===== config.mk =====
export PLATFORM = sky130hd
export DESIGN_NAME = mem_bus_access
export DESIGN_NICKNAME = d
export VERILOG_FILES = /design/src/rtl/mem_bus_access.sv
export SDC_FILE = /design/constraint.sdc
export NUM_CORES = 1
export LEC_CHECK = 0
export ABC_AREA = 1
export ABC_CLOCK_PERIOD_IN_PS = 2200
export CAP_MARGIN = 20
export CORE_MARGIN = 8
export CORE_UTILIZATION = 34
export DETAILED_ROUTE_END_ITERATION = 10
export GPL_TIMING_DRIVEN = 1
export MAX_ROUTING_LAYER = met4
export PLACE_DENSITY = 0.85
export SLEW_MARGIN = 10
export SYNTH_ARGS = -nofsm -noshare
export SYNTH_HDL_FRONTEND = slang
export SYNTH_SLANG_ARGS = --single-unit

===== constraint.sdc =====
create_clock -name clk -period 2.2 [get_ports clk]
set_input_delay 0.66 -clock clk [delete_from_list [all_inputs] [get_ports clk]]
set_output_delay 0.66 -clock clk [all_outputs]
set_load 0.02 [all_outputs]

===== src/rtl/mem_bus_access.sv =====
// MEM-stage data-bus access unit: turns load/store flags into a req/ack RAM
// transaction, stalls the pipeline until it completes and holds the returned
// word for MEM/WB. Sub-word extraction and sign extension happen in WB.
module mem_bus_access #(
  parameter int DATA_W = 32,
  parameter int ADDR_W = 32,
  parameter int SEL_W  = 4
) (
  input  logic              clk,
  input  logic              rst,
  input  logic              flush,
  input  logic              stall_current_stage,
  input  logic              mem_read_flag_in,
  input  logic              mem_write_flag_in,
  input  logic [SEL_W-1:0]  mem_sel_in,
  input  logic [ADDR_W-1:0] mem_addr_in,
  input  logic [DATA_W-1:0] mem_write_data_in,
  output logic              ram_req,
  output logic [SEL_W-1:0]  ram_we,
  output logic [ADDR_W-1:0] ram_addr,
  output logic [DATA_W-1:0] ram_wdata,
  input  logic              ram_addr_ok,
  input  logic              ram_data_ok,
  input  logic [DATA_W-1:0] ram_rdata,
  output logic              stall_request,
  output logic [DATA_W-1:0] ram_read_data_out
);

  localparam logic [1:0] S_IDLE  = 2'd0;
  localparam logic [1:0] S_WAIT  = 2'd1;
  localparam logic [1:0] S_DONE  = 2'd2;
  localparam logic [1:0] S_DRAIN = 2'd3;

  logic [1:0]        r_state;
  logic [1:0]        w_next;
  logic [DATA_W-1:0] r_rdata;
  logic              w_access;
  logic              w_latch;
  logic              w_req;
  logic              w_stall;
  logic [1:0]        w_unused_addr_lsb;

  assign w_access          = mem_read_flag_in | mem_write_flag_in;
  assign w_unused_addr_lsb = mem_addr_in[1:0];

  assign ram_we            = mem_write_flag_in ? mem_sel_in : '0;
  assign ram_addr          = {mem_addr_in[ADDR_W-1:2], 2'b00};
  assign ram_wdata         = mem_write_data_in;
  assign ram_read_data_out = r_rdata;

  // Requests are suppressed while reset is asserted: anything accepted then
  // would be abandoned at the reset edge anyway.
  assign ram_req       = w_req & rst;
  assign stall_request = w_stall & rst;

  // Next-state, request/stall decode and data-latch strobe.
  always_comb begin
    w_next  = r_state;
    w_req   = 1'b0;
    w_stall = 1'b0;
    w_latch = 1'b0;
    case (r_state)
      S_IDLE: begin
        if (w_access && !flush) begin
          w_req   = 1'b1;
          w_stall = 1'b1;
          if (ram_addr_ok) begin
            if (ram_data_ok) begin
              w_latch = 1'b1;
              w_next  = S_DONE;
            end else begin
              w_next  = S_WAIT;
            end
          end
        end
      end
      S_WAIT: begin
        w_stall = 1'b1;
        if (ram_data_ok) begin
          if (flush) begin
            w_next  = S_IDLE;
          end else begin
            w_latch = 1'b1;
            w_next  = S_DONE;
          end
        end else if (flush) begin
          w_next = S_DRAIN;
        end
      end
      S_DONE: begin
        if (flush || !stall_current_stage) w_next = S_IDLE;
      end
      default: begin
        w_stall = 1'b1;
        if (ram_data_ok) w_next = S_IDLE;
      end
    endcase
  end

  // State and captured read word; synchronous active-low reset wins.
  always_ff @(posedge clk) begin
    if (!rst) begin
      r_state <= S_IDLE;
      r_rdata <= '0;
    end else begin
      r_state <= w_next;
      if (w_latch) r_rdata <= ram_rdata;
    end
  end

endmodule


== Word-level counts from Yosys, hierarchy flattened ==
Cells that the tools add are included.

* Flip-flop bits (word level): 34
* Output and inout port bits: 102
* Logic and storage cells: 37
* Bits of input ports: 108

* Bitwise gates (word level): 3
* Muxes and demuxes: 19
* Eq/ne operators: 6
* Reductions and logical operators: 7

{| class="wikitable"
|+ Operators with widths
! cell !! number
|-
| $mux 2 || 8
|-
| $mux 1 || 7
|-
| $ne 2x2->1 const B || 3
|-
| $pmux 2 s3 || 1
|-
| $reduce_and 5->1 || 1
|-
| $mux 4 || 1
|-
| $pmux 1 s2 || 2
|-
| $reduce_bool 4->1 || 1
|-
| $ne 3x3->1 const B || 1
|-
| $and 1x1->1 || 2
|-
| $eq 2x1->1 const B || 1
|-
| $eq 2x2->1 const B || 1
|-
| $logic_not 1->1 || 2
|-
| $logic_not 2->1 || 1
|-
| $logic_and 1x1->1 || 1
|-
| $logic_or 1x1->1 || 1
|-
| $or 1x1->1 || 1
|}

== Depth between registers and ports, before layout ==
Gate-level depths: netlist (run 1).

* Depth in word-level cells: 5
* Gate-level depth with buffers: 9
* Gate-level depth less buffers: 8

== Least setup slack after synthesis (run 1) ==
No wires, ideal clock.

* Path type: input to output
* From: input rst
* To: output ram_req
* Arrival time: 1.537 ns
* Stages: 3
* Required time: 1.540 ns
* Path slack: 0.003 ns
* Cells stage by stage: buf_2 inv_1 nor4_1

* Longest elaborated chain between the ends: 1

{| class="wikitable"
|+ Ends and longest elaborated chain
! item !! line !! source
|-
| start, declared || 10 || <nowiki>input logic rst,</nowiki>
|-
| $and 1x1->1 || 53 || <nowiki>assign ram_req = w_req & rst;</nowiki>
|-
| end, declared || 18 || <nowiki>output logic ram_req,</nowiki>
|}

No other way between the ends.

== Final worst setup path (run 1) ==
* From: input mem_sel_in[2]
* To: output ram_we[2]

* Longest elaborated chain between the ends: 1

{| class="wikitable"
|+ Ends and longest elaborated chain
! item !! line !! source
|-
| start, declared || 15 || <nowiki>input logic [SEL_W-1:0] mem_sel_in,</nowiki>
|-
| $mux 4 || 46 || <nowiki>assign ram_we = mem_write_flag_in ? mem_sel_in : '0;</nowiki>
|-
| end, declared || 19 || <nowiki>output logic [SEL_W-1:0] ram_we,</nowiki>
|}

No other way between the ends.

==> results of run 1 <==
==> logic make-up (layout without fill, tap and decap cells) <==
family                 count (synthesis)  after routing  synth area share (%)
AOI/OAI and AO/OA                     36             36                  7.80
and+or+nand+nor                      130            130                  30.1
DFF                                   34             34                  28.5
other                                  1              2                 0.157
buffers and inverters                125            152                  33.5
==> area by class of cell <==
| type | count | area (um2) |
|---|---|---|
| clock buffers | 6 | 82.6 |
| clock inverters | 2 | 12.5 |
| fillers | 672 | 3810 |
| inverters | 44 | 165 |
| multi-input cells | 168 | 922 |
| flip-flops and latches | 34 | 681 |
| well taps | 96 | 120 |
| repair buffers | 100 | 998 |
==> cells in the final DEF, fill, tap and decap left out <==
cell              n
nand2_4           1
clkinvlp_4        1
buf_4            15
clkinv_2          1
dlymetal6s2s_1    2
dfxtp_1          34
clkdlybuf4s15_2   1
buf_12            5
clkdlybuf4s15_1   1
clkdlybuf4s50_1  71
o21ai_0           1
inv_2             1
nand2_2           2
dlygate4sd2_1     1
o21ai_2           1
nor2_4            2
o21a_1            1
clkbuf_8          6
a21oi_1          33
nand4_4           1
inv_1            43
buf_2             4
nand3_1           7
nor4_2            1
nand3_2          28
nand2_1          47
nor2_1           40
conb_1            2
and2_1            1
==> metal layers <==
| layer | track usage [%] | routed length [um] |
|---|---|---|
| met1 | 10.7 | 2200 |
| met2 | 19.2 | 2620 |
| met3 | 4.98 | 547 |
| met4 | 4.42 | 93 |
| met5 | - | 0 |
==> stage by stage <==
step / TNS (ps) / cell area [um2] / power, mW / setup WS [ps] / utilization [%]
final: 0 / 2980 / 2.63 / 82.3 / 43.9
after global routing: 0 / 2980 / 2.84 / 26.5 / 43.9
after CTS: -124 / 2960 / 2.65 / -85.0 / 43.6
after detailed placement: -2840 / 2840 / 2.08 / -522 / 41.7
after global placement: -2710 / 2840 / 2.04 / -525 / 41.7
after floorplan: 0 / 2390 / 1.79 / 2.75 / -
==> registers in the layout, indices dropped and copies added, names as in the netlist <==
signal	cells
ram_read_data_out	32
r_state	2
==> critical path: stages <==
cell             delay, ps
clkdlybuf4s50_1        460
nand2_1                 50
inv_1                   40
clkdlybuf4s15_2        250
==> power breakdown <==
part	total (mW)	switching, mW	internal (mW)
Clock	0.479	0.228	0.251
Combinational	1.31	0.657	0.652
Sequential	0.845	0.0952	0.749
Total	2.63	0.980	1.65
==> worst paths after layout <==
kind | endpoint | cells past startpoint
worst max-delay path | ram_we[2] | 4
worst min-delay path | ram_read_data_out[6]$_SDFFE_PN0P_ | 4
worst max register to register | r_state[1]$_SDFFE_PN0P_ | 13
worst min register to register | ram_read_data_out[6]$_SDFFE_PN0P_ | 4
==> what timing repair did <==
item	4_1_cts	5_1_grt
pin swaps	2	4
buffers inserted	8	0
setup endpoints to repair	6	4
hold buffers	0	0
resized for setup	26	6
==> impl_results.md, run 1 <==
- Status: complete, no violations
- Arr. time, crit path: 1460 ps
- WHS: 544 ps
- Die Area: 9970 um2
- Reg2reg start: r_state[0]$_SDFFE_PN0P_
- Distinct cells, synth: 21
- Max VDD drop: 0.540 mV
- Core footprint: 6790 um2
- Initial antenna violation count: 0
- Worst Hold Class: reg -> reg
- Final Hold Vio Count: 0
- Vias in the first global route: 1995
- Lkg Pwr: 1.52 nW
- Placed cells: 434
- Max-slew violation count: 0
- First-pass GRT wire length: 9000 um
- FP Rows: 30
- Setup-failing EPs final: 0
- DR iter-0 viols: 75
- Layout Nets: 461
- Maximum level of the CTS H-tree: 2
- Antenna cells: 0
- Post-Route Skew: 9.19 ps
- Critical-path maximum fanout: 1
- Drt first pass iters: 4
- Io pins: 210
- GPL Wtd Cong: 0.697
- Area Overhead vs Synth: 24.8%
- Root Driver: clkbuf_8
- Starting Density: 35.2%
- WS Path Type: in -> out
- Input/output buffers: 81
- Vias post-DR: 1946
- Die height: 99.8 um
- Register area share after synthesis: 28.5%
- Avg Vias per Cell: 4.32
- Clock Latency Late Sink: 280 ps
- Routed Antenna Nets: 0
- Clock Pin Slew Worst Setup and Hold Paths: 70 ps
- Max_cap viols: 0
- RSZ-0062 raised after global routing: false
- Predominant post-synthesis flop cell: dfxtp_1
- Crit share post-route: 96.3%
- CTS tree: done
- GRT Util Overall: 11.1%
- Period minus WS final: 2120 ps
- Count leader, synth: buf_4
- Largest area contributor in the netlist: dfxtp_1
- WL per Instance: 12.1 um
- Main area contributors after synthesis: dfxtp_1, buf_4, nand3_2, nand2_1, a21oi_1
- Post-synth ARST share: 0%
- Final global-route overflow total: 0
- Hold_sp: ram_read_data_out[6]$_SDFFE_PN0P_
- Post-synth EDFFs: 0
- Die Width: 99.8 um
- Setup slack, reg-to-reg: 270 ps
- Worst setup startpoint: mem_sel_in[2]
- Synth Area per Inst: 7.33 um2
- FF+latch count, synth: 34
- Proportion of layout cells with a drive suffix above 1: 19.8%
- Yosys top cell area share: 28.5%
- DP HPWL: 4060 um
- Largest net degree at the start of global routing: 35
- Crit start category: input port
- Critical path required time: 1540 ps
- Post-Syn Area: 2390 um2
- Clock sink count: 34
- Mapped Cells: 326
- DR DRC count: 0
- Worst Setup End Kind: output pin
- Buffer levels on the longest clock path: 2
- Synth warnings: 0
- Final Instance Count excl. Fillers: 450
- Final wirelength: 5450 um
- Num CTS Buffers: 5
- Synth cell count leaders: buf_4, nand2_1, inv_1
- Max Freq: 0.472 GHz
- Pwr/cell area: 883 nW/um2
No activity file was read; power rests on OpenSTA's default activity.
==> run 2, diff against run 1 <==
- REMOVE_ABC_BUFFERS: default -> 1
==> impl_results.md, run 2 (same netlist as run 1, synthesis figures left out) <==
- Status: complete, no violations
- Routed Antenna Nets: 0
- Met1 WL: 3890 um
- Final Instance Count excl. Fillers: 445
- Clock Pin Slew Worst Setup and Hold Paths: 70 ps
- Io pins: 210
- Num CTS Buffers: 5
- Reg2reg start: r_state[1]$_SDFFE_PN0P_
- Arr. time, crit path: 1520 ps
- Layout fillers: 695
- Critical-path cell with the highest stage delay: clkdlybuf4s50_1
- Lkg Pwr: 1.50 nW
- First-pass GRT wire length: 14900 um
- DR DRC count: 0
- Max-slew violation count: 0
- FP Rows: 30
- Vias in the first global route: 1995
- Maximum level of the CTS H-tree: 2
- Critical path required time: 1540 ps
- Die Area: 9970 um2
- Input/output buffers: 81
- Buffers & Inverters on Critical Path: 3
- Hold_sp: ram_read_data_out[7]$_SDFFE_PN0P_
- Worst Setup End Kind: output pin
- Avg Vias per Cell: 4.58
- Antenna cells: 0
- Die height: 99.8 um
- Vias post-DR: 2036
- Starting Density: 35.2%
- Worst setup startpoint: mem_sel_in[1]
- DP HPWL: 9310 um
- Crit start category: input port
- Placed cells: 436
- Proportion of layout cells with a drive suffix above 1: 18.6%
- Setup-failing EPs final: 0
- Drt first pass iters: 4
- DR iter-0 viols: 66
- Crit-path cells: clkdlybuf4s50_1 > nand2_1 > inv_1 > clkdlybuf4s15_2
- Clock sink count: 34
- RSZ-0062 raised after global routing: false
- Commonest non-fill, non-tap cell in the layout: clkdlybuf4s50_1
- GPL Wtd Cong: 0.866
- Max_cap viols: 0
- Final Hold Vio Count: 0
- Area Overhead vs Synth: 25.1%
- Clock Latency Late Sink: 280 ps
- Final wirelength: 10900 um
- # hold bufs at CTS: 0
- Post-Route Skew: 5.20 ps
- Core footprint: 6790 um2
- Max VDD drop: 0.435 mV
- Initial antenna violation count: 0
- Max incr delay on CP: 480 ps
- WL per Instance: 24.6 um
- Die Width: 99.8 um
- Largest net degree at the start of global routing: 41
- Worst Hold Class: reg -> reg
- WS Path Type: in -> out
- Met3 WL: 2760 um
- Period minus WS final: 2180 ps
- Critical-path maximum fanout: 1
- Layout Nets: 456
- Crit share post-route: 98.9%
- Top Layer Used: met4
- Root Driver: clkbuf_8
- Final global-route overflow total: 0
- GRT Util Overall: 21.9%
- Commonest cells after routing, fill and taps aside: clkdlybuf4s50_1, nand2_1, inv_1, nor2_1, dfxtp_1
- Metal2 WL: 4250 um
- Largest register FFs: 32
- CTS tree: done
- Buffer levels on the longest clock path: 2
- Max Freq: 0.460 GHz
- Worst path top cell family by delay: buffers and inverters
- Pwr Total: 2.79 mW
- Pwr/cell area: 935 nW/um2
[run 2: cell types whose count changed in the layout (fill, tap and decap cells not counted), sizes merged]
cell           change
buf                -8
clkdlybuf4s15      +3
bufinv             +2
dlygate4sd2        +2
dlymetal6s2s       -2
clkinv             -1
clkinvlp           -1
[run 2: tightest hold or removal path, stage by stage, from the launching register on]
cell and delay (ps):
dfxtp_1 310, inv_1 50, nand3_1 70, nand2_1 60, nor2_1 30
[run 2: report_power, final]
group	internal (mW)	leakage (nW)	switching, mW	total, mW
logic	0.571	1.15	0.656	1.23
clock network	0.484	0.0714	0.238	0.722
registers	0.749	0.278	0.0971	0.847
[run 2: metal layers]
metal / GRT usage [%] / vias up
li1: - / 974
met1: 21.4 / 888
met2: 28.6 / 170
met3: 25.1 / 4
met4: 2.79 / 0
met5: - / -
[run 2: timing repair]
item                       CTS  global route
setup buffers                1             0
gates resized for setup     30             1
setup endpoints to repair    6             2
pin swaps                    1             1
[run 2: area by class of cell]
| class | count | area, um2 | share of cell area (%) |
|---|---|---|---|
| tap | 96 | 120 | 4.02 |
| clock inverter | 2 | 60.1 | 2.01 |
| timing repair buffer | 95 | 951 | 31.8 |
| sequential | 34 | 681 | 22.8 |
| inverter | 44 | 165 | 5.53 |
| clock buffer | 6 | 82.6 | 2.76 |
| multi-input combinational | 168 | 930 | 31.1 |
[run 2: worst paths after layout]
| check | to | slack [ps] | cells after the start |
|---|---|---|---|
| setup reg to reg | ram_read_data_out[7]$_SDFFE_PN0P_ | 880 | 6 |
| hold / removal | ram_read_data_out[7]$_SDFFE_PN0P_ | 550 | 4 |
| setup / recovery | ram_we[1] | 20 | 4 |
| hold reg to reg | ram_read_data_out[7]$_SDFFE_PN0P_ | 550 | 4 |
[run 2: stage by stage]
step                setup slack (ps)  hold WS, ps  area, um2  setup TNS [ps]  utilization (%)
finish                          23.9          548       2990               0             44.0
global route                    11.5          582       2990               0             44.0
CTS                             8.23          551       2990               0             44.0
detailed placement              -725          539       2830           -3260             41.6
global placement                -772          525       2830           -3290             41.6
floorplan                       71.5          543       1760               0                -
==> run 3, diff against run 2 <==
- SETUP_SLACK_MARGIN: default -> 0.1
==> impl_results.md, run 3 (same netlist as run 1, synthesis figures left out) <==
- Period minus WS final: 2070 ps
- Vias in the first global route: 1993
- Multi-input gate area: 930 um2
- Avg Vias per Cell: 4.57
- Drt first pass iters: 4
- Io pins: 210
- Final global-route overflow total: 0
- Die Width: 99.8 um
- Worst reg2reg path depth: 6
- Maximum level of the CTS H-tree: 2
- Core footprint: 6790 um2
- Hold Path Depth: 4
- DR DRC count: 0
- Worst Hold Class: reg -> reg
- GRT Util Overall: 21.9%
- Met2 Resource Use GR: 28.6%
- Status: complete, no violations
- Clock Pin Slew Worst Setup and Hold Paths: 70 ps
- RSZ-0062 raised after global routing: false
- GPL Wtd Cong: 0.866
- Max VDD drop: 0.435 mV
- Global Route met1 Usage: 21.4%
- FP Rows: 30
- WHS: 548 ps
- Input/output buffers: 81
- WL per Instance: 24.5 um
- Layout Nets: 457
- Layout fillers: 695
- Buffers & Inverters on Critical Path: 3
- Crit-path cells: clkdlybuf4s50_1 > nand2_1 > inv_1 > buf_2
- Largest register FFs: 32
- Max-slew violation count: 0
- Hold-critical path endpoint: ram_read_data_out[7]$_SDFFE_PN0P_
- Fin Setup TNS: 0 ps
- Antenna cells: 0
- Final Hold Vio Count: 0
- CTS tree: done
- Critical-path maximum fanout: 1
- Buffer levels on the longest clock path: 2
- Starting Density: 35.2%
- FF-to-FF End: ram_read_data_out[7]$_SDFFE_PN0P_
- Final wirelength: 10900 um
- Max incr delay on CP: 480 ps
- Gr busiest metal: met2
- Setup slack, reg-to-reg: 880 ps
- Commonest cells after routing, fill and taps aside: clkdlybuf4s50_1, nand2_1, inv_1, nor2_1, dfxtp_1
- DR iter-0 viols: 64
- Largest net degree at the start of global routing: 41
- Seq. cell area: 681 um2
- Max_cap viols: 0
- Critical path required time: 1540 ps
- Lkg Pwr: 1.50 nW
- WS Path Type: in -> out
- Clock Latency Late Sink: 280 ps
- PnR worst setup slack: 126 ps
- Crit start category: input port
- Vias post-DR: 2040
- Post-Route Skew: 5.94 ps
- Die Area: 9970 um2
- Proportion of layout cells with a drive suffix above 1: 20.0%
- Setup-failing EPs final: 0
- Num CTS Buffers: 5
- Arr. time, crit path: 1410 ps
- Pwr/cell area: 943 nW/um2
- Root Driver: clkbuf_8
- Place WS: -725 ps
- Clock sink count: 34
- Reg2reg start: r_state[1]$_SDFFE_PN0P_
- Met3 Track Usage GR: 25.1%
- Area after DPL: 2830 um2
- First-pass GRT wire length: 14900 um
- Max Freq: 0.482 GHz
- Post-route design area: 2960 um2
- Commonest non-fill, non-tap cell in the layout: clkdlybuf4s50_1
- Worst path top cell family by delay: buffers and inverters
- Worst Setup End Kind: output pin
- Routed Antenna Nets: 0
- Critical-path cell with the highest stage delay: clkdlybuf4s50_1
- Initial antenna violation count: 0
- Area Overhead vs Synth: 23.9%
- DP HPWL: 9310 um
- Placed cells: 436
- Crit share post-route: 94.3%
- Final Instance Count excl. Fillers: 446
- Die height: 99.8 um
- Hold_sp: ram_read_data_out[7]$_SDFFE_PN0P_
run 3: cell count changes in the layout (fill, tap and decap cells not counted), sizes merged:
cell / before / now
clkbuf: 6 / 9
buf: 16 / 22
dlygate4sd2: 3 / 0
clkdlybuf4s15: 5 / 0
run 3: routing by layer:
layer,up-vias,wire length (um)
met2,175,4260
met5,-,0
met1,883,3840
met4,0,36
li1,976,-
met3,6,2810
run 3: worst max path at each step:
stage	slack, ps	to	cells after the start	startpoint
after detailed placement	-720	stall_request	5	rst
after floorplan	70	ram_req	3	flush
after global routing	110	ram_we[1]	4	mem_sel_in[1]
after CTS	30	ram_req	5	flush
final	130	ram_we[1]	4	mem_sel_in[1]
after global placement	-770	ram_req	4	rst
run 3: layout make-up:
type	count	share of cell area, %
Multi-Input combinational cell	168	31.4
Timing Repair Buffer	96	31.2
Sequential cell	34	23.0
Inverter	44	5.58
Tap cell	96	4.06
Clock buffer	6	2.79
Clock inverter	2	2.03
run 3: power breakdown:
group	switching (mW)	leakage, nW	internal [mW]
Clock	0.237	0.0714	0.484
Combinational	0.656	1.15	0.571
Sequential	0.0967	0.278	0.749
Total	0.990	1.50	1.80
run 3: what timing repair did:
| action | 4_1_cts | 5_1_grt |
|---|---|---|
| gates resized for setup | 38 | 7 |
| hold buffers | 0 | 0 |
| setup buffers | 1 | 1 |
| setup endpoints to repair | 6 | 2 |
| pin swaps | 2 | 3 |
run 3: worst min-delay path: stages (launching register included):
cell and delay (ps):
dfxtp_1 310, inv_1 50, nand3_1 70, nand2_1 60, nor2_1 30
run 3: stage by stage:
| step | utilization (%) | total power, mW |
|---|---|---|
| after floorplan | - | 1.56 |
| after global placement | 41.6 | 2.03 |
| after detailed placement | 41.6 | 2.08 |
| after CTS | 43.7 | 2.81 |
| after global routing | 43.6 | 2.97 |
| final | 43.6 | 2.79 |
